## src/rtl/serv_debug_ctrl.sv

```systemverilog
// Debug halt/resume/step controller for a bit-serial RISC-V core.
// State decodes drive the level outputs; the dpc/cause/illegal outputs are registered pulses.
module serv_debug_ctrl #(
   parameter bit HALT_ON_RESET = 1'b0
) (
   input  logic       clk,
   input  logic       i_rst_n,
   input  logic       i_haltreq,
   input  logic       i_resumereq,
   input  logic       i_insn_done,
   input  logic       i_ebreak,
   input  logic       i_dret,
   input  logic       i_ebreakm,
   input  logic       i_step,
   output logic       o_halt_core,
   output logic       o_halted,
   output logic       o_resumeack,
   output logic       o_dpc_wr,
   output logic       o_dpc_sel,
   output logic       o_pc_from_dpc,
   output logic [2:0] o_dcsr_cause,
   output logic       o_dret_illegal
);

   typedef enum logic [2:0] {
      S_RUN       = 3'd0,
      S_HALT_PEND = 3'd1,
      S_HALTED    = 3'd2,
      S_RESUME    = 3'd3,
      S_STEP      = 3'd4
   } state_t;

   localparam state_t     RESET_STATE = HALT_ON_RESET ? S_HALTED : S_RUN;
   localparam logic [2:0] RESET_CAUSE = HALT_ON_RESET ? 3'd5 : 3'd0;

   localparam logic [2:0] CAUSE_EBREAK  = 3'd1;
   localparam logic [2:0] CAUSE_HALTREQ = 3'd3;
   localparam logic [2:0] CAUSE_STEP    = 3'd4;

   state_t     r_state;
   state_t     w_state_nxt;
   logic       r_dpc_wr;
   logic       r_dpc_sel;
   logic [2:0] r_cause;
   logic       r_dret_illegal;
   logic       w_dpc_wr;
   logic       w_dpc_sel;
   logic [2:0] w_cause;
   logic       w_dret_illegal;
   logic       w_ebreak_q;
   logic       w_dret_q;

   assign w_ebreak_q = i_insn_done & i_ebreak & i_ebreakm;
   assign w_dret_q   = i_insn_done & i_dret;

   // State register
   always_ff @(posedge clk or negedge i_rst_n) begin
      if (!i_rst_n) begin
         r_state <= RESET_STATE;
      end else begin
         r_state <= w_state_nxt;
      end
   end

   // Next-state logic; an accepted halt cannot be withdrawn, and haltreq beats resumereq
   always_comb begin
      w_state_nxt = r_state;
      case (r_state)
         S_RUN: begin
            if (w_ebreak_q) begin
               w_state_nxt = S_HALTED;
            end else if (i_haltreq) begin
               w_state_nxt = S_HALT_PEND;
            end else begin
               w_state_nxt = S_RUN;
            end
         end
         S_HALT_PEND: begin
            w_state_nxt = i_insn_done ? S_HALTED : S_HALT_PEND;
         end
         S_HALTED: begin
            w_state_nxt = (i_resumereq && !i_haltreq) ? S_RESUME : S_HALTED;
         end
         S_RESUME: begin
            w_state_nxt = i_step ? S_STEP : S_RUN;
         end
         S_STEP: begin
            w_state_nxt = i_insn_done ? S_HALTED : S_STEP;
         end
         default: begin
            w_state_nxt = S_RUN;
         end
      endcase
   end

   // Output decode plus next values of the registered dpc/cause/illegal outputs
   always_comb begin
      o_halt_core    = (r_state == S_HALT_PEND) || (r_state == S_HALTED);
      o_halted       = (r_state == S_HALTED);
      o_resumeack    = (r_state == S_RESUME);
      o_pc_from_dpc  = (r_state == S_RESUME);
      w_dpc_wr       = 1'b0;
      w_dpc_sel      = r_dpc_sel;
      w_cause        = r_cause;
      w_dret_illegal = 1'b0;
      case (r_state)
         S_RUN: begin
            w_dret_illegal = w_dret_q;
            if (w_ebreak_q) begin
               w_dpc_wr  = 1'b1;
               w_dpc_sel = 1'b0;
               w_cause   = CAUSE_EBREAK;
            end else begin
               w_dpc_wr  = 1'b0;
            end
         end
         S_HALT_PEND: begin
            if (i_insn_done) begin
               w_dpc_wr  = 1'b1;
               w_dpc_sel = !w_ebreak_q;
               w_cause   = w_ebreak_q ? CAUSE_EBREAK : CAUSE_HALTREQ;
            end else begin
               w_dpc_wr  = 1'b0;
            end
         end
         S_STEP: begin
            w_dret_illegal = w_dret_q;
            if (i_insn_done) begin
               w_dpc_wr  = 1'b1;
               w_dpc_sel = !w_ebreak_q;
               if (w_ebreak_q) begin
                  w_cause = CAUSE_EBREAK;
               end else if (i_haltreq) begin
                  w_cause = CAUSE_HALTREQ;
               end else begin
                  w_cause = CAUSE_STEP;
               end
            end else begin
               w_dpc_wr  = 1'b0;
            end
         end
         default: begin
            w_dpc_wr       = 1'b0;
            w_dret_illegal = 1'b0;
         end
      endcase
   end

   // Registered pulse and cause outputs
   always_ff @(posedge clk or negedge i_rst_n) begin
      if (!i_rst_n) begin
         r_dpc_wr       <= 1'b0;
         r_dpc_sel      <= 1'b0;
         r_cause        <= RESET_CAUSE;
         r_dret_illegal <= 1'b0;
      end else begin
         r_dpc_wr       <= w_dpc_wr;
         r_dpc_sel      <= w_dpc_sel;
         r_cause        <= w_cause;
         r_dret_illegal <= w_dret_illegal;
      end
   end

   assign o_dpc_wr       = r_dpc_wr;
   assign o_dpc_sel      = r_dpc_sel;
   assign o_dcsr_cause   = r_cause;
   assign o_dret_illegal = r_dret_illegal;

endmodule

```

## config.mk

```make
export PLATFORM = sky130hd
export DESIGN_NAME = serv_debug_ctrl
export DESIGN_NICKNAME = d
export VERILOG_FILES = /design/src/rtl/serv_debug_ctrl.sv
export SDC_FILE = /design/constraint.sdc
export NUM_CORES = 1
export LEC_CHECK = 0
export ABC_AREA = 1
export BUFFER_PORTS_ARGS = -buffer_cell sky130_fd_sc_hd__buf_2
export CORE_AREA = 2 2 39 41
export DETAILED_ROUTE_END_ITERATION = 8
export DIE_AREA = 0 0 41 43
export PLACE_DENSITY_LB_ADDON = 0.1
export SYNTH_ARGS = -nofsm -noshare
export SYNTH_HDL_FRONTEND = slang
export SYNTH_SLANG_ARGS = --single-unit
```

## constraint.sdc

```tcl
create_clock -name clk -period 1 [get_ports clk]
set_input_delay 0.05 -clock clk [delete_from_list [all_inputs] [get_ports clk]]
set_output_delay 0.05 -clock clk [all_outputs]
set_load 0.02 [all_outputs]
```

==> metrics, run 1 <==
cell type with the highest aggregate area in the netlist=dfrtp_1; Post-Syn Instances=57; clock latency at the later pin of the worst-skew pair=260 ps; total chip power=2440 uW; fraction of synthesized cell area taken by the top area cell type=46.3%; via count of the first global-routing pass=430; non-filler cells, final=114; worst-case setup margin in the final layout=-319 ps; Synth Net Count=66; unrepaired setup endpoints after global routing=true; worst endpoint required time=950 ps; worst slack, placed=-134 ps; worst hold margin=49.5 ps; kind of end point of the critical path=primary output; net switching power figure=1020 uW; Area Overhead vs Synth=74.6%; Port Buf Inserts=18; hold path start=i_resumereq; highest-count cells in the layout ignoring fill and taps=buf_2, buf_4, nand2_1; number of filler cells placed in the layout=118; worst-case vdd ir drop=1.77 mV; endpoints failing hold=0; via count=538; CP Launch Type=flop; Total Wirelength=1290 um; main area contributors after synthesis=dfrtp_1, nand2_1, nand3_1; Post-Synthesis Mean Instance Area=8.54 sq um; part of the power in the clock network=11.8%; EDFF count, synth=0; fraction of layout cells with a size suffix above 1=57.1%; Post-Synthesis Cell Area=487 sq um; worst setup skew after layout=3.36 ps; pin slew with the least headroom to its limit=238 ps; number of DRC violations after detailed routing=0; antenna violations before repair=0; Routed Antenna Nets=0; CTS tree=done; number of DRC markers in iteration 0=17; starting density of the core=35.2%; wire length of the first global-routing pass=1840 um; number of distinct library cells after synthesis=19; flip-flop and latch count after synthesis=9; final critical path time including I/O delays and setup=1320 ps; Avg Vias per Cell=4.72; Clock Pin Slew Worst Setup and Hold Paths=70 ps; pin count of the biggest net entering global routing=10; area share of xor/xnor cells in the synthesized design=0%; asr flop ratio synth=100%; fraction of the mapped netlist area in compound gates=3.60%; number of antenna diodes=0; detailed-route wire length per cell=11.3 um; GRT Total Usage=15.9%; worst min-delay path class=in2reg; CTS sink cnt=9; Final Setup Violations=12; number of H-tree levels=1; CTS Buf Count=3; Clk Tree Root Cell=clkbuf_4; number of pins with negative max-slew slack in the final report=0; final weighted congestion of routability-driven global placement=0.804; synthesis warning total=0; area of the core=1380 sq um; dominant combinational cell family by area after synthesis=simple AND/OR/NAND/NOR gates; Critical Path Fanout Max=4; post-detailed-placement half-perimeter wirelength=847 um; num ports=19; simple-gate area share of the yosys netlist=43.2%; cell count after placement=97; Pint=1420 uW; worst setup path category=reg2out; detailed-routing iteration count for the pre-antenna-repair pass=4; fin crit share=132%; Critical R2R Launch=r_state[0]; area used by multi-input combinational logic=263 sq um; share of the yosys chip area belonging to registers=46.3%; violations in the final reports=setup timing; Critical Path Source=r_state[0]; post-layout net count=108; net switching fraction of the power=42.0%; status=finished with violations; die height=43 um; die outline area=1760 sq um; data arrival time at the worst-slack endpoint=1270 ps; GRT overflow=0; total power density per cell area=2870 nW/um^2; FP Rows=14; logic gate share of total power=63.4%; max-cap viol count=0; Static Leakage=0.000442 uW; Post-Synth Adder-Cell Area=0%; fraction of synthesized area in multiplexers=0%; Max-Slew Margin vs Limit=84.1%; CTS max path bufs=2; sequential fraction of design power=24.8%; highest clock frequency the design can meet=758 MHz; area used by sequential logic in the layout=228 sq um; top_reg_cell synth=dfrtp_1; Die Span X=41 um
-- synth_stat cells (2+ instances only) --
cell type / number
dfrtp_1: 9
inv_1: 5
nand2_1: 16
nand2_2: 2
nand3_1: 8
nand4_1: 3
nor2_1: 2
-- through the flow --
step	setup TNS [ps]	instance area, sq um	util, %
5_1_grt	-2960	850	61.4
3_5_place_dp	-736	666	48.1
6_report	-2310	850	61.4
3_3_place_gp	-507	666	48.1
2_1_floorplan	-242	510	-
4_1_cts	-2060	798	57.7
-- repair_timing --
item | 4_1_cts | 5_1_grt
endpoints found under the setup margin | 12 | 13
buffers inserted | 5 | 6
resized for setup | 13 | 5
hold buffers | 3 | 0
endpoints found under the hold margin | 11 | 0
pin swaps | 4 | 3
-- critical path, cell delays in order (launching register included) --
cell and delay, ps:
dfrtp_2 420, inv_2 60, buf_6 110, nor3_4 250, buf_6 160
-- registers in the layout (all words and copies together), names as in the netlist --
register        flops
o_dpc_wr            1
o_dret_illegal      1
r_state             3
o_dcsr_cause        3
o_dpc_sel           1
-- worst paths after layout --
kind | to | slack (ps) | cells after the start
worst min register to register | o_dcsr_cause[1] | 510 | 2
worst min-delay path | r_state[0] | 50 | 3
worst max register to register | o_dcsr_cause[1] | -200 | 6
worst max-delay path | o_resumeack | -320 | 4
max in group asynchronous | r_state[2] | 640 | 2
min in group asynchronous | r_state[0] | 170 | 2
-- cell families (layout without fill, tap and decap cells) --
kind of cell,after synthesis,after routing
simple gates,37,37
flops,9,9
buf+inv,8,49
compound gates,3,3
-- power groups by stage --
stage	Clock (uW)	Sequential [uW]	Combinational, uW
CTS	295	599	1390
detailed placement	0	606	1120
global placement	0	602	1120
finish	289	605	1550
floorplan	0	700	624
global route	315	620	1640
-- area by class of cell --
class	instances	area share (%)
sequential	9	26.8
tap	16	2.36
clock buffer	4	3.09
multi-input combinational	40	30.9
inverter	7	3.39
timing repair buffer	38	33.4
-- routing by layer --
| metal | part of all wire, % | vias up | routed length, um | GRT usage [%] |
|---|---|---|---|---|
| li1 | - | 272 | - | - |
| met1 | 44 | 244 | 562 | 19.8 |
| met2 | 49 | 18 | 631 | 23.8 |
| met3 | 5.1 | 4 | 66 | 4.71 |
| met4 | 2.1 | 0 | 27 | 8.00 |
| met5 | 0 | - | 0 | 0 |
(Power assumes the default switching activity.)
==> run 2, diff against run 1 <==
==> constraint.sdc (replaced) <==
create_clock -name clk -period 1.45 [get_ports clk]
set_input_delay 0.0725 -clock clk [delete_from_list [all_inputs] [get_ports clk]]
set_output_delay 0.0725 -clock clk [all_outputs]
set_load 0.02 [all_outputs]
==> run 2 against run 1 <==
Net effect:
- the flow now finishes without violations
- clock power down 32%
- worst hold slack worse by 28 ps
- first-iteration DRC count unchanged
- via count down 14%
- highest routed layer unchanged
==> metrics, run 2 (synthesis gave the netlist of run 1 again) <==
Clk Tree Root Cell=clkbuf_4; Register-to-Register Path Depth=4; worst min-delay path class=in2reg; net switching power figure=574 uW; antenna violations before repair=0; Avg Vias per Cell=4.84; unrepaired setup endpoints after global routing=false; part of the power in the clock network=16.0%; Clock Pin Slew Worst Setup and Hold Paths=60 ps; max-cap viol count=0; cell count after placement=90; number of buffers added for setup after CTS=0; hold path start=i_step; number of cells traversed by the worst hold path=3; sequential fraction of design power=33.1%; worst endpoint required time=1380 ps; detailed-route wire length per cell=11.4 um; GRT Total Usage=15.2%; Die Span X=41 um; number of antenna diodes=0; num ports=19; CTS max path bufs=2; worst setup path category=reg2out; FP Rows=14; CTS tree=done; die outline area=1760 sq um; post-detailed-placement half-perimeter wirelength=813 um; pin slew with the least headroom to its limit=274 ps; number of DRC violations after detailed routing=0; starting density of the core=35.2%; number of DRC markers in iteration 0=17; kind of end point of the critical path=primary output; net switching fraction of the power=46.8%; area of the core=1380 sq um; CTS sink cnt=9; Total Wirelength=1080 um; final weighted congestion of routability-driven global placement=0.837; Critical R2R Launch=r_state[0]; fraction of layout cells with a size suffix above 1=36.7%; highest-count cells in the layout ignoring fill and taps=buf_2, nand2_1, dfrtp_1; clock latency at the later pin of the worst-skew pair=260 ps; Critical Path Fanout Max=4; logic gate share of total power=50.9%; worst-case setup margin in the final layout=72.3 ps; Area Overhead vs Synth=29.8%; endpoints failing hold=0; wire length of the first global-routing pass=1690 um; worst-case vdd ir drop=0.757 mV; total power density per cell area=1940 nW/um^2; CP Launch Type=flop; Total Negative Setup Slacks=0 ps; number of pins with negative max-slew slack in the final report=0; reg2reg setup slack=300 ps; Max-Slew Margin vs Limit=81.7%; terminating pin of the worst hold path=r_state[2]; non-filler cells, final=95; pin count of the biggest net entering global routing=10; Final Setup Violations=0; die height=43 um; detailed-routing iteration count for the pre-antenna-repair pass=4; fin crit share=95.0%; worst slack, placed=349 ps; post-layout net count=89; Port Buf Inserts=18; worst setup skew after layout=3.56 ps; Routed Antenna Nets=0; highest clock frequency the design can meet=726 MHz; data arrival time at the worst-slack endpoint=1310 ps; GRT overflow=0; worst flop-to-flop path endpoint=o_dcsr_cause[1]; Static Leakage=0.000341 uW; status=completed; CTS Buf Count=3; most common library cell in the layout ignoring fill and taps=buf_2; Pint=654 uW; via count of the first global-routing pass=399; via count=460; number of H-tree levels=1; final critical path time including I/O delays and setup=1380 ps
[run 2: cell count changes in the layout (fill, tap and decap cells not counted), moves of 2 or more]
cell | previous run | this run
buf_6 | 7 | 0
nand2_1 | 13 | 16
nand2_2 | 5 | 2
buf_2 | 14 | 18
dfrtp_2 | 2 | 0
inv_1 | 2 | 5
dfrtp_1 | 7 | 9
dlygate4sd3_1 | 3 | 1
buf_4 | 14 | 0
inv_2 | 3 | 1
[run 2: what timing repair did]
| action | CTS | global route |
|---|---|---|
| hold buffers | 1 | 0 |
| gates resized for setup | 0 | 1 |
| hold endpoints to repair | 9 | 0 |
| setup endpoints to repair | 0 | 1 |
[run 2: metrics by stage]
stage          utilization, %  area, sq um  total power, uW  hold slack (ps)
6_report                 45.7          632             1230             21.7
5_1_grt                  45.7          632             1330             35.6
4_1_cts                  45.2          626             1220             19.4
3_5_place_dp             42.6          589             1020            -58.6
3_3_place_gp             42.6          589             1020            -61.3
2_1_floorplan               -          487              849             -223
[run 2: area by class of cell]
type	count	area [sq um]
multi-input combinational	40	234
sequential	9	225
tap	16	20.0
clock buffer	4	26.3
timing repair buffer	19	100
inverter	7	26.3
fill	148	752
[run 2: how the worst max path moves through the flow]
stage / end / cells after the start / from / slack [ps]
after floorplan: o_resumeack / 2 / r_state[2] / 80
after global placement: o_dcsr_cause[1] / 6 / r_state[1] / 350
after detailed placement: o_dcsr_cause[1] / 6 / r_state[1] / 350
after CTS: o_halt_core / 4 / r_state[2] / 90
after global routing: o_halt_core / 5 / r_state[0] / 10
final: o_halt_core / 5 / r_state[0] / 70
[run 2: per-layer routing]
| metal | global-route usage, % | vias up | routed length [um] |
|---|---|---|---|
| met1 | 21.3 | 205 | 476 |
| li1 | - | 234 | - |
| met5 | 0 | - | 0 |
| met3 | 3.14 | 2 | 83 |
| met2 | 18.1 | 19 | 498 |
| met4 | 14.0 | 0 | 21 |
[run 2: power groups by stage]
stage	registers [uW]	clock network [uW]	logic, uW
2_1_floorplan	467	0	383
3_3_place_gp	403	0	619
3_5_place_dp	402	0	615
4_1_cts	398	205	620
5_1_grt	415	221	697
6_report	407	196	626
[run 2: critical path, stage by stage (launching register included)]
cell     delay, ps
dfrtp_1        450
inv_1          100
nor2_1         160
nand2_1        100
nand2_1         80
buf_2          160
